<file path="src/rtl/mem_arb_pkg.sv">
// Shared constants for the register-file memory arbiter.
// FSM encodings plus a small round-robin wrap helper.
package mem_arb_pkg;

    localparam logic [1:0] ST_IDLE   = 2'd0;
    localparam logic [1:0] ST_ACCESS = 2'd1;
    localparam logic [1:0] ST_ACK    = 2'd2;

    localparam int MIN_REQ = 2;
    localparam int MAX_REQ = 8;

    // Wraps v into 0..n-1 when v is at most one step past the end.
    function automatic int rr_wrap(input int v, input int n);
        return (v >= n) ? v - n : v;
    endfunction

endpackage

</file>
<file path="src/rtl/mem_arbiter_if.sv">
// Requester bus and memory port of the arbiter.
// slave = arbiter side, master = requesters plus memory.
interface mem_arbiter_if #(
    parameter int WIDTH      = 32,
    parameter int ADDR_WIDTH = 5,
    parameter int NUM_REQ    = 4
);
    logic [NUM_REQ-1:0]            req;
    logic [NUM_REQ-1:0]            req_we;
    logic [NUM_REQ*ADDR_WIDTH-1:0] req_addr;
    logic [NUM_REQ*WIDTH-1:0]      req_wdata;
    logic [NUM_REQ-1:0]            ack;
    logic [WIDTH-1:0]              rdata;
    logic                          busy;
    logic                          mem_write;
    logic [ADDR_WIDTH-1:0]         mem_addr;
    logic [WIDTH-1:0]              mem_idata;
    logic [WIDTH-1:0]              mem_odata;

    modport slave (
        input  req, req_we, req_addr, req_wdata, mem_odata,
        output ack, rdata, busy, mem_write, mem_addr, mem_idata
    );

    modport master (
        output req, req_we, req_addr, req_wdata, mem_odata,
        input  ack, rdata, busy, mem_write, mem_addr, mem_idata
    );
endinterface

</file>
<file path="src/rtl/rr_arbiter.sv">
// Combinational round-robin pick: first request at or after
// the pointer, wrapping; one-hot and binary forms of the winner.
module rr_arbiter
    import mem_arb_pkg::*;
#(
    parameter int N  = 4,
    parameter int IW = (N > 1) ? $clog2(N) : 1
) (
    input  logic [N-1:0]  req_i,
    input  logic [IW-1:0] ptr_i,
    output logic [N-1:0]  gnt_o,
    output logic [IW-1:0] gnt_id_o
);
    logic          found;
    logic [IW-1:0] idx;

    always_comb begin
        found    = 1'b0;
        idx      = '0;
        gnt_o    = '0;
        gnt_id_o = '0;
        for (int i = 0; i < N; i++) begin
            idx = IW'(rr_wrap(int'(ptr_i) + i, N));
            if (!found && req_i[idx]) begin
                found      = 1'b1;
                gnt_id_o   = idx;
                gnt_o      = '0;
                gnt_o[idx] = 1'b1;
            end
        end
    end

endmodule

</file>
<file path="src/rtl/mem_arbiter.sv">
// Round-robin owner of the single-port register-file memory.
// One access per IDLE -> ACCESS -> ACK pass; ack pulses in ACK.
module mem_arbiter
    import mem_arb_pkg::*;
#(
    parameter int WIDTH      = 32,
    parameter int ADDR_WIDTH = 5,
    parameter int NUM_REQ    = 4
) (
    input  logic          clk,
    input  logic          rst,
    mem_arbiter_if.slave  bus
);
    localparam int IW = (NUM_REQ > 1) ? $clog2(NUM_REQ) : 1;

    logic [1:0]            state_q, state_d;
    logic [IW-1:0]         ptr_q, ptr_d;
    logic [IW-1:0]         id_q, id_d;
    logic                  we_q, we_d;
    logic [ADDR_WIDTH-1:0] addr_q, addr_d;
    logic [WIDTH-1:0]      wdata_q, wdata_d;
    logic [WIDTH-1:0]      rdata_q, rdata_d;

    logic [NUM_REQ-1:0]    gnt;
    logic [IW-1:0]         gnt_id;

    rr_arbiter #(.N(NUM_REQ), .IW(IW)) u_rr (
        .req_i    (bus.req),
        .ptr_i    (ptr_q),
        .gnt_o    (gnt),
        .gnt_id_o (gnt_id)
    );

    always_comb begin
        state_d = state_q;
        ptr_d   = ptr_q;
        id_d    = id_q;
        we_d    = we_q;
        addr_d  = addr_q;
        wdata_d = wdata_q;
        rdata_d = rdata_q;
        case (state_q)
            ST_IDLE: begin
                if (|bus.req) begin
                    id_d    = gnt_id;
                    we_d    = |(gnt & bus.req_we);
                    addr_d  = bus.req_addr[gnt_id*ADDR_WIDTH +: ADDR_WIDTH];
                    wdata_d = bus.req_wdata[gnt_id*WIDTH +: WIDTH];
                    state_d = ST_ACCESS;
                end
            end
            ST_ACCESS: begin
                if (!we_q) rdata_d = bus.mem_odata;
                ptr_d   = IW'(rr_wrap(int'(id_q) + 1, NUM_REQ));
                state_d = ST_ACK;
            end
            ST_ACK:  state_d = ST_IDLE;
            default: state_d = ST_IDLE;
        endcase
    end

    always_ff @(posedge clk or posedge rst) begin
        if (rst) begin
            state_q <= ST_IDLE;
            ptr_q   <= '0;
            id_q    <= '0;
            we_q    <= 1'b0;
            addr_q  <= '0;
            wdata_q <= '0;
            rdata_q <= '0;
        end else begin
            state_q <= state_d;
            ptr_q   <= ptr_d;
            id_q    <= id_d;
            we_q    <= we_d;
            addr_q  <= addr_d;
            wdata_q <= wdata_d;
            rdata_q <= rdata_d;
        end
    end

    // Strobes decode from state so reset removes them at once.
    assign bus.ack       = (state_q == ST_ACK) ?
                           (NUM_REQ'(1) << id_q) : '0;
    assign bus.busy      = (state_q != ST_IDLE);
    assign bus.mem_write = (state_q == ST_ACCESS) && we_q;
    assign bus.mem_addr  = addr_q;
    assign bus.mem_idata = wdata_q;
    assign bus.rdata     = rdata_q;

endmodule

</file>
<file path="src/flat_wrapper.sv">
// flat-port wrapper written by rule: the top's interface ports become plain ports
module mem_arbiter_flat import mem_arb_pkg::*;
#(
    parameter int WIDTH      = 32,
    parameter int ADDR_WIDTH = 5,
    parameter int NUM_REQ    = 4
)
  (clk, rst, bus_req, bus_req_we, bus_req_addr, bus_req_wdata, bus_mem_odata, bus_ack, bus_rdata, bus_busy, bus_mem_write, bus_mem_addr, bus_mem_idata);
  mem_arbiter_if #(.WIDTH(WIDTH), .ADDR_WIDTH(ADDR_WIDTH), .NUM_REQ(NUM_REQ)) bus_i ();
  input  logic clk;
  input  logic rst;
  input wire logic [$bits(bus_i.req)-1:0] bus_req;
  input wire logic [$bits(bus_i.req_we)-1:0] bus_req_we;
  input wire logic [$bits(bus_i.req_addr)-1:0] bus_req_addr;
  input wire logic [$bits(bus_i.req_wdata)-1:0] bus_req_wdata;
  input wire logic [$bits(bus_i.mem_odata)-1:0] bus_mem_odata;
  output wire logic [$bits(bus_i.ack)-1:0] bus_ack;
  output wire logic [$bits(bus_i.rdata)-1:0] bus_rdata;
  output wire logic [$bits(bus_i.busy)-1:0] bus_busy;
  output wire logic [$bits(bus_i.mem_write)-1:0] bus_mem_write;
  output wire logic [$bits(bus_i.mem_addr)-1:0] bus_mem_addr;
  output wire logic [$bits(bus_i.mem_idata)-1:0] bus_mem_idata;
  assign bus_i.req = bus_req;
  assign bus_i.req_we = bus_req_we;
  assign bus_i.req_addr = bus_req_addr;
  assign bus_i.req_wdata = bus_req_wdata;
  assign bus_i.mem_odata = bus_mem_odata;
  assign bus_ack = bus_i.ack;
  assign bus_rdata = bus_i.rdata;
  assign bus_busy = bus_i.busy;
  assign bus_mem_write = bus_i.mem_write;
  assign bus_mem_addr = bus_i.mem_addr;
  assign bus_mem_idata = bus_i.mem_idata;
  mem_arbiter #(.WIDTH(WIDTH), .ADDR_WIDTH(ADDR_WIDTH), .NUM_REQ(NUM_REQ)) u_core (.clk(clk), .rst(rst), .bus(bus_i));
endmodule
</file>
<file path="config.mk">
export PLATFORM = sky130hd
export DESIGN_NAME = mem_arbiter_flat
export DESIGN_NICKNAME = d
export VERILOG_FILES = /design/src/rtl/mem_arb_pkg.sv /design/src/rtl/mem_arbiter_if.sv /design/src/rtl/rr_arbiter.sv /design/src/rtl/mem_arbiter.sv /design/src/flat_wrapper.sv
export SDC_FILE = /design/constraint.sdc
export NUM_CORES = 1
export LEC_CHECK = 0
export BUFFER_PORTS_ARGS = -buffer_cell sky130_fd_sc_hd__buf_2
export CAP_MARGIN = 20
export CORE_MARGIN = 3
export CORE_UTILIZATION = 45
export DETAILED_ROUTE_END_ITERATION = 6
export PLACE_DENSITY = 0.86
export SLEW_MARGIN = 10
export SYNTH_ARGS = -nofsm -noshare
export SYNTH_HDL_FRONTEND = slang
export SYNTH_SLANG_ARGS = --single-unit
</file>
<file path="constraint.sdc">
create_clock -name clk -period 4.8 [get_ports clk]
set_input_delay 0.24 -clock clk [delete_from_list [all_inputs] [get_ports clk]]
set_output_delay 0.24 -clock clk [all_outputs]
set_load 0.005 [all_outputs]
</file>
==> impl_metrics.csv <==
group,metric,value,unit
setup_path,worstPathArrival,4.32,ns
sta,fin_setup_tns,0,ns
grt,grt_max_degree,55,
grt,top_usage_layer,"met2",
route,wl,18030,um
grt,met1_usage,30.90,%
logic_synthesis,synth_area_per_cell,10.32,um^2
sta,max_freq,0.2454,GHz
logic_synthesis,yosys_warnings,0,
logic_synthesis,ys_seq_area_share,35.86,%
place,globalplace.congestion,0.8805,
logic_synthesis,synth_cell_types,44,
cts,clk_latency,0.34,ns
route,post_drt_wl_per_cell,19.99,um
die,die_h,114.6,um
power_and_ir_drop,power_frac_comb,62.9,%
logic_synthesis,async_reset_ff_share,100.0,%
power_and_ir_drop,clock_power_share,12.9,%
die,num_io_pins,265,
cts,root_buffer,"clkbuf_16",
sta,min_period,4.075,ns
cells_and_area,fin_nets,951,
route,final_antenna_net_count,0,
route,first_pass_iters,5,
logic_synthesis,syn_area,5304,um^2
sta,rsz0062_at_grt,"false",
setup_path,crit_type,"flop to flop",
power_and_ir_drop,p_leak,0.003265,uW
place,placed_cells,882,
sta,slew_headroom,46.88,%
grt,grt_pass1_wl,27570,um
cts,post_cts_buffers,0,
power_and_ir_drop,ir_drop,0.0003969,V
die,start_util,46.25,%
route,via_count,5365,
logic_synthesis,syn_inst,514,
setup_path,start_kind,"flop",
grt,gr-total-overflow,0,
logic_synthesis,synth_ff_type,"dfrtp_1",
cts,clkTransAtPathRegs,0.07,ns
cells_and_area,final_cell_count_no_fill,902,
die,dieWidth,114.6,um
sta,tightestPinTransition,0.7968,ns
cts,cts_htree_levels,3,
run_status,outcome,"complete, no violations",
route,via_per_inst,5.948,
power_and_ir_drop,power.internal,2813,uW
cells_and_area,drive_gt1_share,52.58,%
power_and_ir_drop,p_sw_share,44.31,%
cts,clock_path_buffers,2,
grt,grt_util_met2,43.46,%
logic_synthesis,synth_edf_count,0,
grt,grtUsageTotal,26.51,%
place,dp_hpwl,13010,um
die,die_area,13130,um^2
grt,grt_pass1_vias,5613,
grt,antenna_found_initial,2,
cts,cts_tree,"built",
power_and_ir_drop,switching_power,2238,uW
cts,cts_inserted_buffers,9,
sta,finalCritPeriodShare,84.89,%
setup_path,end_kind,"flop",
die,core,11470,um^2
route,drc_errors,0,
power_and_ir_drop,power_density,722.3,nW/um^2
sta,slew_violations,0,
sta,hold_viol_final,0,
sta,fin_skew,0.007340,ns
worst_hold_path,min_path_type,"input pin to flop",
setup_path,cp_max_fo,25,
cts,cts.sinks,76,
grt,gr-usage-met3,8.457,%
sta,setup_viol,0,
logic_synthesis,syn-num-nets,713,
place,portBuffers,264,
run,maxCapViolCount,0,
cells_and_area,area_delta_synth_final,31.85,%
setup_path,required,5.04,ns
logic_synthesis,synth-seq-cells,76,
power_and_ir_drop,power.share.sequential,24.3,%
route,initialDrtViolationCount,470,
die,num_rows,39,
[state kept, by name, summed over array words and instances, names as in the netlist]
name / count
u_core.bus.rdata: 32
u_core.bus.mem_idata: 32
u_core.state_q: 2
u_core.id_q: 2
u_core.bus.mem_addr: 5
u_core.ptr_q: 2
u_core.we_q: 1
[final cells by class]
class,count,area (um^2)
Antenna cell,2,5.005
Inverter,9,35.03
Clock buffer,9,225.2
Fill cell,925,4474
Sequential cell,76,1903
Timing Repair Buffer,275,1451
Tap cell,143,178.9
Multi-Input combinational cell,381,3143
Clock inverter,7,51.30
[critical path, stage by stage (launching register included)]
cell and delay [ns]:
dfrtp_2 0.62, inv_1 0.26, ha_1 0.53, mux4_2 0.64
or4b_4 0.57, a2bb2oi_2 0.19, nand2_1 0.51, buf_12 0.26
a221oi_1 0.06, a211oi_1 0.29
[power groups by stage]
| stage | Clock [uW] | Sequential, uW | Combinational (uW) |
|---|---|---|---|
| 4_1_cts | 667 | 1220 | 3150 |
| 2_1_floorplan | 0 | 1190 | 2270 |
| 5_1_grt | 686 | 1260 | 3470 |
| 3_5_place_dp | 0 | 1220 | 3140 |
| 6_report | 650 | 1230 | 3170 |
| 3_3_place_gp | 0 | 1210 | 3070 |
[synthesized netlist by cell type (3+ instances only)]
| library cell | number | area, um^2 |
|---|---|---|
| o21ai_0 | 10 | 50.05 |
| buf_4 | 4 | 30.03 |
| a21oi_1 | 3 | 15.01 |
| buf_6 | 4 | 45.04 |
| clkbuf_1 | 25 | 93.84 |
| inv_1 | 9 | 33.78 |
| a22o_1 | 20 | 175.2 |
| dfrtp_1 | 76 | 1902 |
| a211o_1 | 17 | 148.9 |
| and2_1 | 5 | 31.28 |
| nor2_1 | 27 | 101.4 |
| ha_1 | 9 | 112.6 |
| buf_2 | 13 | 65.06 |
| a211oi_2 | 20 | 250.2 |
| nand3_1 | 17 | 85.08 |
| a32oi_1 | 17 | 148.9 |
| a22oi_1 | 4 | 30.03 |
| mux2i_1 | 25 | 250.2 |
| mux2_2 | 73 | 822.0 |
| nand2_1 | 50 | 187.7 |
| a221oi_1 | 22 | 192.7 |
| a211oi_1 | 19 | 142.6 |
| o22ai_1 | 17 | 106.4 |
| mux4_2 | 4 | 90.09 |
[path summary, 6_finish.rpt]
path	startpoint	end	slack (ns)	cells after the start
worst max-delay path	u_core.ptr_q[0]$_DFFE_PP0N_	u_core.bus.mem_idata[26]$_DFFE_PP0P_	0.73	9
worst min-delay path	bus_req_wdata[102]	u_core.bus.mem_idata[6]$_DFFE_PP0P_	0.11	3
worst max register to register	u_core.ptr_q[0]$_DFFE_PP0N_	u_core.bus.mem_idata[26]$_DFFE_PP0P_	0.73	9
worst min register to register	u_core.bus.mem_addr[1]$_DFFE_PP0P_	u_core.bus.mem_addr[1]$_DFFE_PP0P_	0.50	2
max in group asynchronous	rst	u_core.ptr_q[0]$_DFFE_PP0N_	3.27	4
min in group asynchronous	rst	u_core.bus.rdata[14]$_DFFE_PP0P_	0.44	3
[stage by stage]
stage | area [um^2] | util [%] | hold slack (ns) | power [uW] | worst slack, ns
CTS | 6960 | 60.70 | 0.09670 | 5034 | 0.6002
global placement | 6674 | 58.20 | 0.2592 | 4276 | 0.7390
floorplan | 5304 | - | 0.3557 | 3463 | 1.209
finish | 6993 | 60.98 | 0.1095 | 5051 | 0.7254
global route | 6993 | 60.98 | 0.1106 | 5415 | 0.5069
detailed placement | 6674 | 58.20 | 0.2691 | 4357 | 0.6463
[what timing repair did]
action,CTS,global route
resized for setup,0,0
hold buffers,1,0
endpoints found under the setup margin,0,0
endpoints found under the hold margin,22,0
[routing by layer]
layer	vias up	routed length, um
met5	-	0
met4	0	555
met3	47	1636
met2	306	8976
met1	2547	6863
li1	2465	-
[cells in the final DEF, fill, tap and decap left out, types with 2 or more instances in the layout]
master / Yosys / routed
a211o_1: 17 / 17
a211oi_1: 19 / 19
a211oi_2: 20 / 20
a21oi_1: 3 / 3
a221oi_1: 22 / 22
a22o_1: 20 / 20
a22oi_1: 4 / 4
a32oi_1: 17 / 17
and2_1: 5 / 5
buf_12: 0 / 2
buf_2: 13 / 264
buf_4: 4 / 7
clkbuf_16: 0 / 9
clkinv_2: 0 / 3
clkinvlp_4: 0 / 2
dfrtp_1: 76 / 75
diode_2: 0 / 2
ha_1: 9 / 9
inv_1: 9 / 8
inv_6: 0 / 2
mux2_2: 73 / 73
mux2i_1: 25 / 25
mux4_2: 4 / 4
nand2_1: 50 / 50
nand2b_1: 2 / 2
nand3_1: 17 / 17
nor2_1: 27 / 25
nor2_4: 1 / 2
nor2b_1: 2 / 2
o21ai_0: 10 / 10
o22ai_1: 17 / 17
[cell families after synthesis]
family	after synthesis	share of synthesized area, %
compound gates	157	25.19
fa+ha+maj	9	2.123
buf+inv	57	5.190
flops	76	35.86
mux	102	21.92
simple gates	113	9.719
Power figures use the tool's default switching activity.
